[src/rtl/mem_access_stage_if.sv]
// mem_access_stage_if: execute-side inputs, data bus and writeback signals of
// the load/store stage. "master" is the stage's view, "slave" is the view of
// the surrounding pipeline and memory.
interface mem_access_stage_if #(
    parameter int unsigned ADDR_W = 32
);
    // execute side
    logic              in_valid;
    logic              in_ready;
    logic              mem_read;
    logic              mem_write;
    logic [2:0]        funct3;
    logic [31:0]       mem_addr;
    logic [31:0]       mem_wdata;
    logic [31:0]       alu_result;
    logic [4:0]        rd;
    logic              reg_write;
    // data bus
    logic              dbus_req;
    logic              dbus_we;
    logic [ADDR_W-1:0] dbus_addr;
    logic [31:0]       dbus_wdata;
    logic [3:0]        dbus_wstrb;
    logic              dbus_gnt;
    logic              dbus_rvalid;
    logic [31:0]       dbus_rdata;
    // writeback side
    logic              wb_valid;
    logic              wb_ready;
    logic [4:0]        wb_rd;
    logic              wb_reg_write;
    logic [31:0]       wb_data;
    logic              misalign;
    logic              bus_err;

    modport master (
        input  in_valid, mem_read, mem_write, funct3, mem_addr, mem_wdata,
               alu_result, rd, reg_write, dbus_gnt, dbus_rvalid, dbus_rdata,
               wb_ready,
        output in_ready, dbus_req, dbus_we, dbus_addr, dbus_wdata, dbus_wstrb,
               wb_valid, wb_rd, wb_reg_write, wb_data, misalign, bus_err
    );

    modport slave (
        output in_valid, mem_read, mem_write, funct3, mem_addr, mem_wdata,
               alu_result, rd, reg_write, dbus_gnt, dbus_rvalid, dbus_rdata,
               wb_ready,
        input  in_ready, dbus_req, dbus_we, dbus_addr, dbus_wdata, dbus_wstrb,
               wb_valid, wb_rd, wb_reg_write, wb_data, misalign, bus_err
    );
endinterface

[src/rtl/mem_access_stage.sv]
// mem_access_stage: load/store stage between execute and writeback.
// Runs one data-bus transaction per load/store, aligns byte lanes,
// sign/zero-extends load data and holds one registered result for writeback.
// Build option: define MEM_TIMEOUT_EN to add a bus watchdog that abandons a
// transaction after TIMEOUT_CYCLES and reports bus_err.
module mem_access_stage #(
    parameter int unsigned ADDR_W         = 32,
    parameter int unsigned TIMEOUT_CYCLES = 255
) (
    input  logic               clk,
    input  logic               rst,
    mem_access_stage_if.master bus
);

    typedef enum logic [1:0] {IDLE, REQ, WAIT, RESP} state_t;
    typedef enum logic [1:0] {SZ_BYTE, SZ_HALF, SZ_WORD} sz_t;

    state_t      state_q, state_d;

    // captured instruction
    logic [31:0] addr_q;
    logic        we_q;
    sz_t         size_q;
    logic        uns_q;
    logic [31:0] wdata_q;
    logic [3:0]  wstrb_q;
    logic [4:0]  rd_q;

    // writeback result
    logic [31:0] wb_data_q;
    logic        wb_regw_q;
    logic        misalign_q;
    logic        bus_err_q;

    logic        in_ready;
    logic        accept;
    logic        is_mem;
    logic        mis_in;
    sz_t         size_in;
    logic [31:0] st_wdata;
    logic [3:0]  st_wstrb;
    logic [7:0]  lane_b;
    logic [15:0] lane_h;
    logic [31:0] load_ext;
    logic        load_done;
    logic        tmo_hit;
    logic        timeout_fire;
    logic        dbus_active;
    logic        wb_active;

    assign wb_active   = (state_q == RESP);
    assign dbus_active = (state_q == REQ);
    assign in_ready    = (state_q == IDLE) && !wb_active;
    assign accept      = bus.in_valid && in_ready;
    assign is_mem      = bus.mem_read || bus.mem_write;

    // Access size decode; anything that is not a byte or half form is a word.
    always_comb begin
        case (bus.funct3)
            3'b000, 3'b100: size_in = SZ_BYTE;
            3'b001, 3'b101: size_in = SZ_HALF;
            default:        size_in = SZ_WORD;
        endcase
    end

    assign mis_in = is_mem &&
                    (((size_in == SZ_HALF) && bus.mem_addr[0]) ||
                     ((size_in == SZ_WORD) && (bus.mem_addr[1:0] != 2'b00)));

    // Store lane replication and byte enables, computed at accept.
    always_comb begin
        st_wdata = '0;
        st_wstrb = 4'b0000;
        if (bus.mem_write) begin
            case (size_in)
                SZ_BYTE: begin
                    st_wdata = {4{bus.mem_wdata[7:0]}};
                    st_wstrb = 4'b0001 << bus.mem_addr[1:0];
                end
                SZ_HALF: begin
                    st_wdata = {2{bus.mem_wdata[15:0]}};
                    st_wstrb = 4'b0011 << bus.mem_addr[1:0];
                end
                default: begin
                    st_wdata = bus.mem_wdata;
                    st_wstrb = 4'b1111;
                end
            endcase
        end
    end

    // Load lane select and sign/zero extension of the returned word.
    always_comb begin
        lane_b = '0;
        case (addr_q[1:0])
            2'd0: lane_b = bus.dbus_rdata[7:0];
            2'd1: lane_b = bus.dbus_rdata[15:8];
            2'd2: lane_b = bus.dbus_rdata[23:16];
            2'd3: lane_b = bus.dbus_rdata[31:24];
        endcase
        lane_h = addr_q[1] ? bus.dbus_rdata[31:16] : bus.dbus_rdata[15:0];
        case (size_q)
            SZ_BYTE: load_ext = uns_q ? {24'h0, lane_b} : {{24{lane_b[7]}}, lane_b};
            SZ_HALF: load_ext = uns_q ? {16'h0, lane_h} : {{16{lane_h[15]}}, lane_h};
            default: load_ext = bus.dbus_rdata;
        endcase
    end

`ifdef MEM_TIMEOUT_EN
    localparam int unsigned CNT_W = (TIMEOUT_CYCLES > 255) ? $clog2(TIMEOUT_CYCLES + 1) : 8;
    localparam logic [CNT_W-1:0] TMO_LIMIT = CNT_W'(TIMEOUT_CYCLES);

    logic [CNT_W-1:0] tmo_cnt_q;

    // Watchdog: zero outside a transaction (so zero on REQ entry), counts
    // through REQ and WAIT.
    always_ff @(posedge clk) begin
        if (rst) begin
            tmo_cnt_q <= '0;
        end else if ((state_q == REQ) || (state_q == WAIT)) begin
            tmo_cnt_q <= tmo_cnt_q + 1'b1;
        end else begin
            tmo_cnt_q <= '0;
        end
    end

    assign tmo_hit = (tmo_cnt_q == TMO_LIMIT);
`else
    logic unused_timeout_cfg;
    assign unused_timeout_cfg = (TIMEOUT_CYCLES != 0);
    assign tmo_hit = 1'b0;
`endif

    // Grant / read data win over a watchdog expiry in the same cycle.
    assign timeout_fire = tmo_hit && (((state_q == REQ) && !bus.dbus_gnt) ||
                                      ((state_q == WAIT) && !bus.dbus_rvalid));
    assign load_done    = (state_q == WAIT) && bus.dbus_rvalid;

    // State register.
    always_ff @(posedge clk) begin
        if (rst) begin
            state_q <= IDLE;
        end else begin
            state_q <= state_d;
        end
    end

    // Next-state logic.
    always_comb begin
        state_d = state_q;
        case (state_q)
            IDLE: begin
                if (accept) begin
                    state_d = (is_mem && !mis_in) ? REQ : RESP;
                end
            end
            REQ: begin
                if (bus.dbus_gnt) begin
                    state_d = we_q ? RESP : WAIT;
                end else if (timeout_fire) begin
                    state_d = RESP;
                end
            end
            WAIT: begin
                if (load_done || timeout_fire) begin
                    state_d = RESP;
                end
            end
            RESP: begin
                if (bus.wb_ready) begin
                    state_d = IDLE;
                end
            end
            default: state_d = IDLE;
        endcase
    end

    // Instruction capture and writeback result registers.
    always_ff @(posedge clk) begin
        if (rst) begin
            addr_q     <= '0;
            we_q       <= 1'b0;
            size_q     <= SZ_BYTE;
            uns_q      <= 1'b0;
            wdata_q    <= '0;
            wstrb_q    <= '0;
            rd_q       <= '0;
            wb_data_q  <= '0;
            wb_regw_q  <= 1'b0;
            misalign_q <= 1'b0;
            bus_err_q  <= 1'b0;
        end else begin
            if (accept) begin
                addr_q     <= bus.mem_addr;
                we_q       <= bus.mem_write;
                size_q     <= size_in;
                uns_q      <= bus.funct3[2];
                wdata_q    <= st_wdata;
                wstrb_q    <= st_wstrb;
                rd_q       <= bus.rd;
                wb_data_q  <= mis_in ? bus.mem_addr : bus.alu_result;
                wb_regw_q  <= bus.reg_write && (bus.rd != 5'd0) && !mis_in && !bus.mem_write;
                misalign_q <= mis_in;
                bus_err_q  <= 1'b0;
            end
            if (load_done) begin
                wb_data_q <= load_ext;
            end
            if (timeout_fire) begin
                bus_err_q <= 1'b1;
                wb_regw_q <= 1'b0;
            end
        end
    end

    assign bus.in_ready     = in_ready;

    assign bus.dbus_req     = dbus_active;
    assign bus.dbus_we      = dbus_active && we_q;
    assign bus.dbus_addr    = dbus_active ? {addr_q[ADDR_W-1:2], 2'b00} : '0;
    assign bus.dbus_wdata   = dbus_active ? wdata_q : '0;
    assign bus.dbus_wstrb   = dbus_active ? wstrb_q : '0;

    assign bus.wb_valid     = wb_active;
    assign bus.wb_rd        = wb_active ? rd_q : '0;
    assign bus.wb_reg_write = wb_active && wb_regw_q;
    assign bus.wb_data      = wb_active ? wb_data_q : '0;
    assign bus.misalign     = wb_active && misalign_q;
    assign bus.bus_err      = wb_active && bus_err_q;

endmodule

[src/flat_wrapper.sv]
// flat-port wrapper written by rule: the top's interface ports become plain ports
module mem_access_stage_flat 
#(
    parameter int unsigned ADDR_W         = 32,
    parameter int unsigned TIMEOUT_CYCLES = 255
)
  (clk, rst, bus_in_valid, bus_mem_read, bus_mem_write, bus_funct3, bus_mem_addr, bus_mem_wdata, bus_alu_result, bus_rd, bus_reg_write, bus_dbus_gnt, bus_dbus_rvalid, bus_dbus_rdata, bus_wb_ready, bus_in_ready, bus_dbus_req, bus_dbus_we, bus_dbus_addr, bus_dbus_wdata, bus_dbus_wstrb, bus_wb_valid, bus_wb_rd, bus_wb_reg_write, bus_wb_data, bus_misalign, bus_bus_err);
  mem_access_stage_if #(.ADDR_W(ADDR_W)) bus_i ();
  input  logic clk;
  input  logic rst;
  input wire logic [$bits(bus_i.in_valid)-1:0] bus_in_valid;
  input wire logic [$bits(bus_i.mem_read)-1:0] bus_mem_read;
  input wire logic [$bits(bus_i.mem_write)-1:0] bus_mem_write;
  input wire logic [$bits(bus_i.funct3)-1:0] bus_funct3;
  input wire logic [$bits(bus_i.mem_addr)-1:0] bus_mem_addr;
  input wire logic [$bits(bus_i.mem_wdata)-1:0] bus_mem_wdata;
  input wire logic [$bits(bus_i.alu_result)-1:0] bus_alu_result;
  input wire logic [$bits(bus_i.rd)-1:0] bus_rd;
  input wire logic [$bits(bus_i.reg_write)-1:0] bus_reg_write;
  input wire logic [$bits(bus_i.dbus_gnt)-1:0] bus_dbus_gnt;
  input wire logic [$bits(bus_i.dbus_rvalid)-1:0] bus_dbus_rvalid;
  input wire logic [$bits(bus_i.dbus_rdata)-1:0] bus_dbus_rdata;
  input wire logic [$bits(bus_i.wb_ready)-1:0] bus_wb_ready;
  output wire logic [$bits(bus_i.in_ready)-1:0] bus_in_ready;
  output wire logic [$bits(bus_i.dbus_req)-1:0] bus_dbus_req;
  output wire logic [$bits(bus_i.dbus_we)-1:0] bus_dbus_we;
  output wire logic [$bits(bus_i.dbus_addr)-1:0] bus_dbus_addr;
  output wire logic [$bits(bus_i.dbus_wdata)-1:0] bus_dbus_wdata;
  output wire logic [$bits(bus_i.dbus_wstrb)-1:0] bus_dbus_wstrb;
  output wire logic [$bits(bus_i.wb_valid)-1:0] bus_wb_valid;
  output wire logic [$bits(bus_i.wb_rd)-1:0] bus_wb_rd;
  output wire logic [$bits(bus_i.wb_reg_write)-1:0] bus_wb_reg_write;
  output wire logic [$bits(bus_i.wb_data)-1:0] bus_wb_data;
  output wire logic [$bits(bus_i.misalign)-1:0] bus_misalign;
  output wire logic [$bits(bus_i.bus_err)-1:0] bus_bus_err;
  assign bus_i.in_valid = bus_in_valid;
  assign bus_i.mem_read = bus_mem_read;
  assign bus_i.mem_write = bus_mem_write;
  assign bus_i.funct3 = bus_funct3;
  assign bus_i.mem_addr = bus_mem_addr;
  assign bus_i.mem_wdata = bus_mem_wdata;
  assign bus_i.alu_result = bus_alu_result;
  assign bus_i.rd = bus_rd;
  assign bus_i.reg_write = bus_reg_write;
  assign bus_i.dbus_gnt = bus_dbus_gnt;
  assign bus_i.dbus_rvalid = bus_dbus_rvalid;
  assign bus_i.dbus_rdata = bus_dbus_rdata;
  assign bus_i.wb_ready = bus_wb_ready;
  assign bus_in_ready = bus_i.in_ready;
  assign bus_dbus_req = bus_i.dbus_req;
  assign bus_dbus_we = bus_i.dbus_we;
  assign bus_dbus_addr = bus_i.dbus_addr;
  assign bus_dbus_wdata = bus_i.dbus_wdata;
  assign bus_dbus_wstrb = bus_i.dbus_wstrb;
  assign bus_wb_valid = bus_i.wb_valid;
  assign bus_wb_rd = bus_i.wb_rd;
  assign bus_wb_reg_write = bus_i.wb_reg_write;
  assign bus_wb_data = bus_i.wb_data;
  assign bus_misalign = bus_i.misalign;
  assign bus_bus_err = bus_i.bus_err;
  mem_access_stage #(.ADDR_W(ADDR_W), .TIMEOUT_CYCLES(TIMEOUT_CYCLES)) u_core (.clk(clk), .rst(rst), .bus(bus_i));
endmodule
[config.mk]
export PLATFORM = sky130hd
export DESIGN_NAME = mem_access_stage_flat
export DESIGN_NICKNAME = d
export VERILOG_FILES = /design/src/rtl/mem_access_stage_if.sv /design/src/rtl/mem_access_stage.sv /design/src/flat_wrapper.sv
export SDC_FILE = /design/constraint.sdc
export NUM_CORES = 1
export LEC_CHECK = 0
export CAP_MARGIN = 20
export CORE_ASPECT_RATIO = 0.75
export CORE_UTILIZATION = 25
export CTS_BUF_LIST = sky130_fd_sc_hd__clkbuf_4
export DETAILED_ROUTE_END_ITERATION = 10
export GPL_TIMING_DRIVEN = 1
export PLACE_DENSITY = 0.53
export SLEW_MARGIN = 10
export SYNTH_ARGS = -nofsm -noshare
export SYNTH_HDL_FRONTEND = slang
export SYNTH_SLANG_ARGS = --single-unit
[constraint.sdc]
create_clock -name clk -period 1.8 [get_ports clk]
set_input_delay 0.27 -clock clk [delete_from_list [all_inputs] [get_ports clk]]
set_output_delay 0.27 -clock clk [all_outputs]
set_load 0.02 [all_outputs]
==> run metrics, run 1 <==
kind of critical path flip-flop to output port; layout cells sized above 1 0.414; PnR worst setup slack -248 ps; dpl cells 1406; Flop pwr share 0.289; DIE WIDTH 186 um; Worst EP required 1530 ps; Max FO, Critical Path 10; multi-input logic area 4400 um2; EDFF count, synth 0; Yosys top cell by area dfxtp_1; max_cap viols 0; Net Sw Frac 0.365; RSZ-0062 raised after global routing yes; fin nets 1293; Finished Cell Area 11800 um2; Avg WL per Cell 20.1 um; CP most frequent cell buf_12; Placed Area 9860 um2; total power 0.0116 W; Layout area overhead 86.7%; sequential area share after synthesis 0.357; DRC Markers 0; routed via count 7349; vias in the first global route 6903; failing checks negative setup slack; aggregate negative setup slack -20350 ps; final slew viol count 0; number of synthesized register bits 113; Pint 0.00739 W; clk_lat worst skew 550 ps; hold_ws 221 ps; P_sw 0.00425 W; Final Setup Violations 142; Clock Tree Buf Depth 2; CP Cell Sequence inv_4, ha_4, buf_12, buf_12, and2_1, buf_6; CP peak stage delay 400 ps; maximum vdd drop 0.000493 V; DP HPWL 20100 um; htree depth 4; Hold-fix buffers, CTS 0; via/cell ratio 4.92; Power Density 982 nW/um2; final critical-path required period 2050 ps; GRT overflow 0; Distinct cells, synth 55; Core Area 25000 um2; syn_area_per_cell 8.01 um2; die footprint 26000 um2; worst path arrival time 1780 ps; top-count cell post-synth dfxtp_1; Synth Cell Area 6340 um2; Synthesis Warnings 0; Post-Synthesis Cells 792; Clk pwr share 0.198; Num CTS Buffers 17; Worst-path clk slew 120 ps; Rows 50; Final Hold Vio Count 0; LEAKAGE 4.74 nW; hold crit path type primary input to flip-flop; first-pass GRT wire length 40400 um; ranking of synthesized cells by area dfxtp_1 36%, and2_1 11%, a21oi_1 6.3%; final std cells w/o fill 1494; crit start category flip-flop; CTS root buf clkbuf_4; DRT antenna net count 0; WL final 30000 um; Starting Density 0.254; Worst path slowest cell dfxtp_4; Post-synth ARST share 0; Fin Clk Skew 24.1 ps; drt first pass iters 5; Fmax 488 MHz; I/O pin cnt 257; gr usage total 0.205; Clock Sinks 113; share of the synthesized area in the top cell type 0.357; pin count of the biggest net entering global routing 77; Chip Height 140 um; GPL Wtd Cong 0.919; power share of the combinational group 0.512; I/O Buffers 253; initial drt markers 459; CTS tree done; Top FF cell, synth dfxtp_1; Final period util 1.14; CP Capture Type output port; FF+latch area 2270 um2; initial antenna violation count 2; Synth top cells by count 113 x dfxtp_1, 108 x and2_1, 105 x nand2_1; status finished with violations; Fillers 2383
path summary, 6_finish.rpt:
path	start	endpoint	slack, ps	depth (start not counted)
max	u_core.state_q[1]	bus_dbus_wdata[13]	-250	6
min	rst	u_core.addr_q[26]	220	3
max reg2reg	u_core.state_q[0]	u_core.wb_data_q[15]	-200	12
min reg2reg	u_core.wdata_q[28]	u_core.wdata_q[28]	450	2
logic make-up (layout without fill, tap and decap cells):
kind of cell,count (synthesis),in the layout,share of synthesized area
multiplexers,42,42,0.0690
buffers and inverters,84,445,0.0625
adder cells (fa/ha/maj),5,5,0.00986
other,1,4,0.000591
flip-flops,113,113,0.357
AND/OR/NAND/NOR,312,312,0.256
AO/OA/AOI/OAI,235,235,0.246
metal layers:
layer / up-vias / wire length [um] / global-route usage
li1: 3524 / - / -
met1: 3555 / 14500 / 0.295
met2: 239 / 13000 / 0.297
met3: 29 / 2050 / 0.0562
met4: 2 / 435 / 0.0492
met5: - / 13 / 0
per-stage QoR:
stage / worst slack (ps) / utilization
CTS: -320 / 0.407
global placement: -434 / 0.395
finish: -248 / 0.475
global route: -322 / 0.475
floorplan: 9.60 / -
detailed placement: -460 / 0.395
worst max-delay path: cells and delay by family, from the launching register on:
family | cells | cell delay [ps]
buf+inv | 4 | 470
flops | 1 | 400
fa+ha+maj | 1 | 190
simple gates | 1 | 170
registers in the layout, indices dropped and copies added (netlist names):
name and cells:
u_core.rd_q 5, u_core.misalign_q 1, u_core.wb_regw_q 1, u_core.we_q 1
u_core.wb_data_q 32, u_core.wstrb_q 4, u_core.size_q 2, u_core.wdata_q 32
u_core.addr_q 32, u_core.uns_q 1, u_core.state_q 2
power groups by stage:
stage,clock network [W],logic (W),registers (W)
3_5_place_dp,0,0.00413,0.00333
6_report,0.00231,0.00596,0.00337
5_1_grt,0.00247,0.00632,0.00343
2_1_floorplan,0,0.00222,0.00324
4_1_cts,0.00237,0.00424,0.00329
3_3_place_gp,0,0.00412,0.00331
timing repair:
item	in CTS	in global routing
endpoints found under the setup margin	145	172
resized for setup	483	427
setup buffers	5	39
pin swaps	7	73
cloned	1	13
placed cells by master (no fill, tap or decap), types with 4 or more instances in the layout:
master,synthesis,layout
ha_4,0,5
and2_4,0,83
mux2_2,8,8
nor2_1,31,29
a21boi_2,0,8
o32ai_2,0,11
mux2i_1,32,28
nor4_4,3,6
o32ai_1,20,9
clkinv_1,0,5
nand3_1,5,5
a211o_1,5,5
dfxtp_1,113,110
o21ai_4,0,5
o21ai_0,43,19
a32oi_1,6,6
mux2i_2,2,6
nor3_2,0,11
a211oi_1,16,16
clkbuf_16,0,8
o21ai_1,0,9
a22oi_1,17,17
o221ai_2,0,5
buf_12,0,22
o21ai_2,0,10
clkbuf_4,0,18
o21a_1,6,6
nand2_1,105,105
a21oi_1,80,80
buf_6,4,135
buf_4,6,97
o221ai_1,9,4
nor3_1,33,22
clkdlybuf4s50_1,0,143
o22a_1,7,7
and2_1,108,26
bufinv_16,0,5
area by class of cell:
class | count | share of cell area
tap | 338 | 0.0357
clock buffer | 18 | 0.0114
timing repair buffer | 410 | 0.371
sequential | 113 | 0.192
inverter | 4 | 0.00190
antenna | 1 | 0.000211
multi-input combinational | 597 | 0.372
clock inverter | 13 | 0.0163
Power figures use the tool's default switching activity.
==> run 2: changes to the inputs <==
--- a/config.mk
+++ b/config.mk
@@ -10,8 +10,10 @@
 export CORE_UTILIZATION = 25
 export CTS_BUF_LIST = sky130_fd_sc_hd__clkbuf_4
 export DETAILED_ROUTE_END_ITERATION = 10
+export GPL_ROUTABILITY_DRIVEN = 0
 export GPL_TIMING_DRIVEN = 1
 export PLACE_DENSITY = 0.53
+export SKIP_CTS_REPAIR_TIMING = 1
 export SLEW_MARGIN = 10
 export SYNTH_ARGS = -nofsm -noshare
 export SYNTH_HDL_FRONTEND = slang
==> run 2 against run 1 <==
Net effect:
- the run still ends with negative setup slack left
- sequential share of layout area rose by 1.6 points
- worst setup slack got worse by 14 ps
- critical path depth is the same
- first-iteration DRC count increased by 9.2%
- critical path type unchanged
==> run metrics, run 2 (synthesis gave the netlist of run 1 again) <==
Worst EP required 1530 ps (about the same); final critical-path required period 2060 ps (+14.1 ps); DP HPWL 20100 um (unchanged); hold crit path type primary input to flip-flop; I/O pin cnt 257 (unchanged); post-placement setup slack -460 ps (unchanged); clk_lat worst skew 550 ps (about the same); CP peak stage delay 380 ps (-20 ps); Clock Tree Buf Depth 2 (unchanged); Worst-path clk slew 120 ps (about the same); Worst path slowest cell dfxtp_4; LEAKAGE 4.42 nW (-6.8%); Top Registers u_core.addr_q x32, u_core.wb_data_q x32, u_core.wdata_q x32; Slew headroom 0.618; hold_ws 222 ps (+0.773 ps); max_cap viols 0 (unchanged); final slew viol count 0 (unchanged); Rows 50 (unchanged); Core Area 25000 um2 (unchanged); Layout area overhead 72.0%; die footprint 26000 um2 (unchanged); CP Cell Sequence buf_4, ha_4, buf_6, buf_8, and2_1, buf_2; gr usage total 0.204 (-0.000655); status finished with violations; via/cell ratio 4.90 (-0.32%); Power Density 999 nW/um2 (+1.7%); worst path arrival time 1790 ps (about the same); layout cells sized above 1 0.329 (-0.0849); final std cells w/o fill 1470 (-1.6%); failing checks negative setup slack; WL final 28800 um (-3.8%); DIE WIDTH 186 um (unchanged); Starting Density 0.254 (unchanged); CP Capture Type output port; CTS root buf clkbuf_4; Final period util 1.15 (+0.00784); commonest non-fill, non-tap cell in the layout clkdlybuf4s50_1; PnR worst setup slack -263 ps (-14.1 ps); CTS tree done; Fillers 2522 (+5.8%); Fmax 485 MHz (-0.68%); Chip Height 140 um (unchanged); crit start category flip-flop; GRT overflow 0 (unchanged); first-pass GRT wire length 40200 um (-0.43%); vias in the first global route 6887 (-0.23%); DRT antenna net count 0 (unchanged); Fin Clk Skew 25.4 ps (+1.28 ps); dpl cells 1406 (unchanged); Max FO, Critical Path 6 (-4); Clock Sinks 113 (unchanged); initial antenna violation count 2 (unchanged); worst slew pin tran 557 ps; htree depth 4 (unchanged); Avg WL per Cell 19.6 um (-2.2%); Num CTS Buffers 17 (unchanged); commonest non-fill, non-tap cells in the layout 143 x clkdlybuf4s50_1, 110 x dfxtp_1, 104 x nand2_1; I/O Buffers 253 (unchanged); Final Hold Vio Count 0 (unchanged); DRC Markers 0 (unchanged); fin nets 1269 (-1.9%); maximum vdd drop 0.000410 V (-17%); kind of critical path flip-flop to output port; RSZ-0062 raised after global routing yes; drt first pass iters 5 (unchanged); initial drt markers 501 (+9.2%); routed via count 7208 (-1.9%); pin count of the biggest net entering global routing 77 (unchanged); Final Setup Violations 142 (unchanged)
## run 2: changes by cell type in the layout (fill, tap and decap cells not counted), sizes merged
| cell | previous run | this run |
|---|---|---|
| clkinv | 7 | 6 |
| inv | 3 | 4 |
| clkbuf | 26 | 72 |
| buf | 259 | 188 |
| and2 | 109 | 110 |
## run 2: final timing paths
check	start	endpoint	slack (ps)	depth (start not counted)
worst min register to register	u_core.wdata_q[15]	u_core.wdata_q[15]	450	2
worst max-delay path	u_core.state_q[1]	bus_wb_data[3]	-260	6
worst max register to register	u_core.state_q[0]	u_core.wb_data_q[2]	-140	11
worst min-delay path	rst	u_core.addr_q[22]	220	3
## run 2: layout make-up
type / instances / area (um2) / share of cell area
flip-flops and latches: 113 / 2270 / 0.208
repair buffers: 385 / 3700 / 0.339
diodes: 1 / 2.50 / 0.000229
inverters: 4 / 22.5 / 0.00206
clock buffers: 18 / 135 / 0.0124
clock inverters: 13 / 193 / 0.0177
well taps: 338 / 423 / 0.0388
multi-input cells: 598 / 4160 / 0.382
## run 2: stage by stage
stage | TNS, ps | instance area (um2) | total power, W | utilization
floorplan | 0 | 6360 | 0.00546 | -
finish | -24630 | 10900 | 0.0109 | 0.437
detailed placement | -21550 | 9860 | 0.00746 | 0.395
CTS | -80880 | 10200 | 0.00979 | 0.408
global route | -37350 | 10900 | 0.0115 | 0.437
global placement | -19710 | 9860 | 0.00743 | 0.395
## run 2: metal layers
layer,track usage,up-vias,wire [um]
met5,0,-,13
li1,-,3475,-
met4,0.0535,2,454
met1,0.296,3452,14300
met3,0.0559,32,1860
met2,0.292,247,12200
## run 2: critical path, delay by kind of cell (launching register included)
kind,cells,cell delay [ps]
fa+ha+maj,1,170
buf+inv,4,540
simple gates,1,150
flops,1,380
## run 2: where the power goes
group | switching, W | internal (W) | leakage, nW
logic | 0.00261 | 0.00267 | 3.32
clock network | 0.00107 | 0.00123 | 0.166
registers | 0.000292 | 0.00302 | 0.928
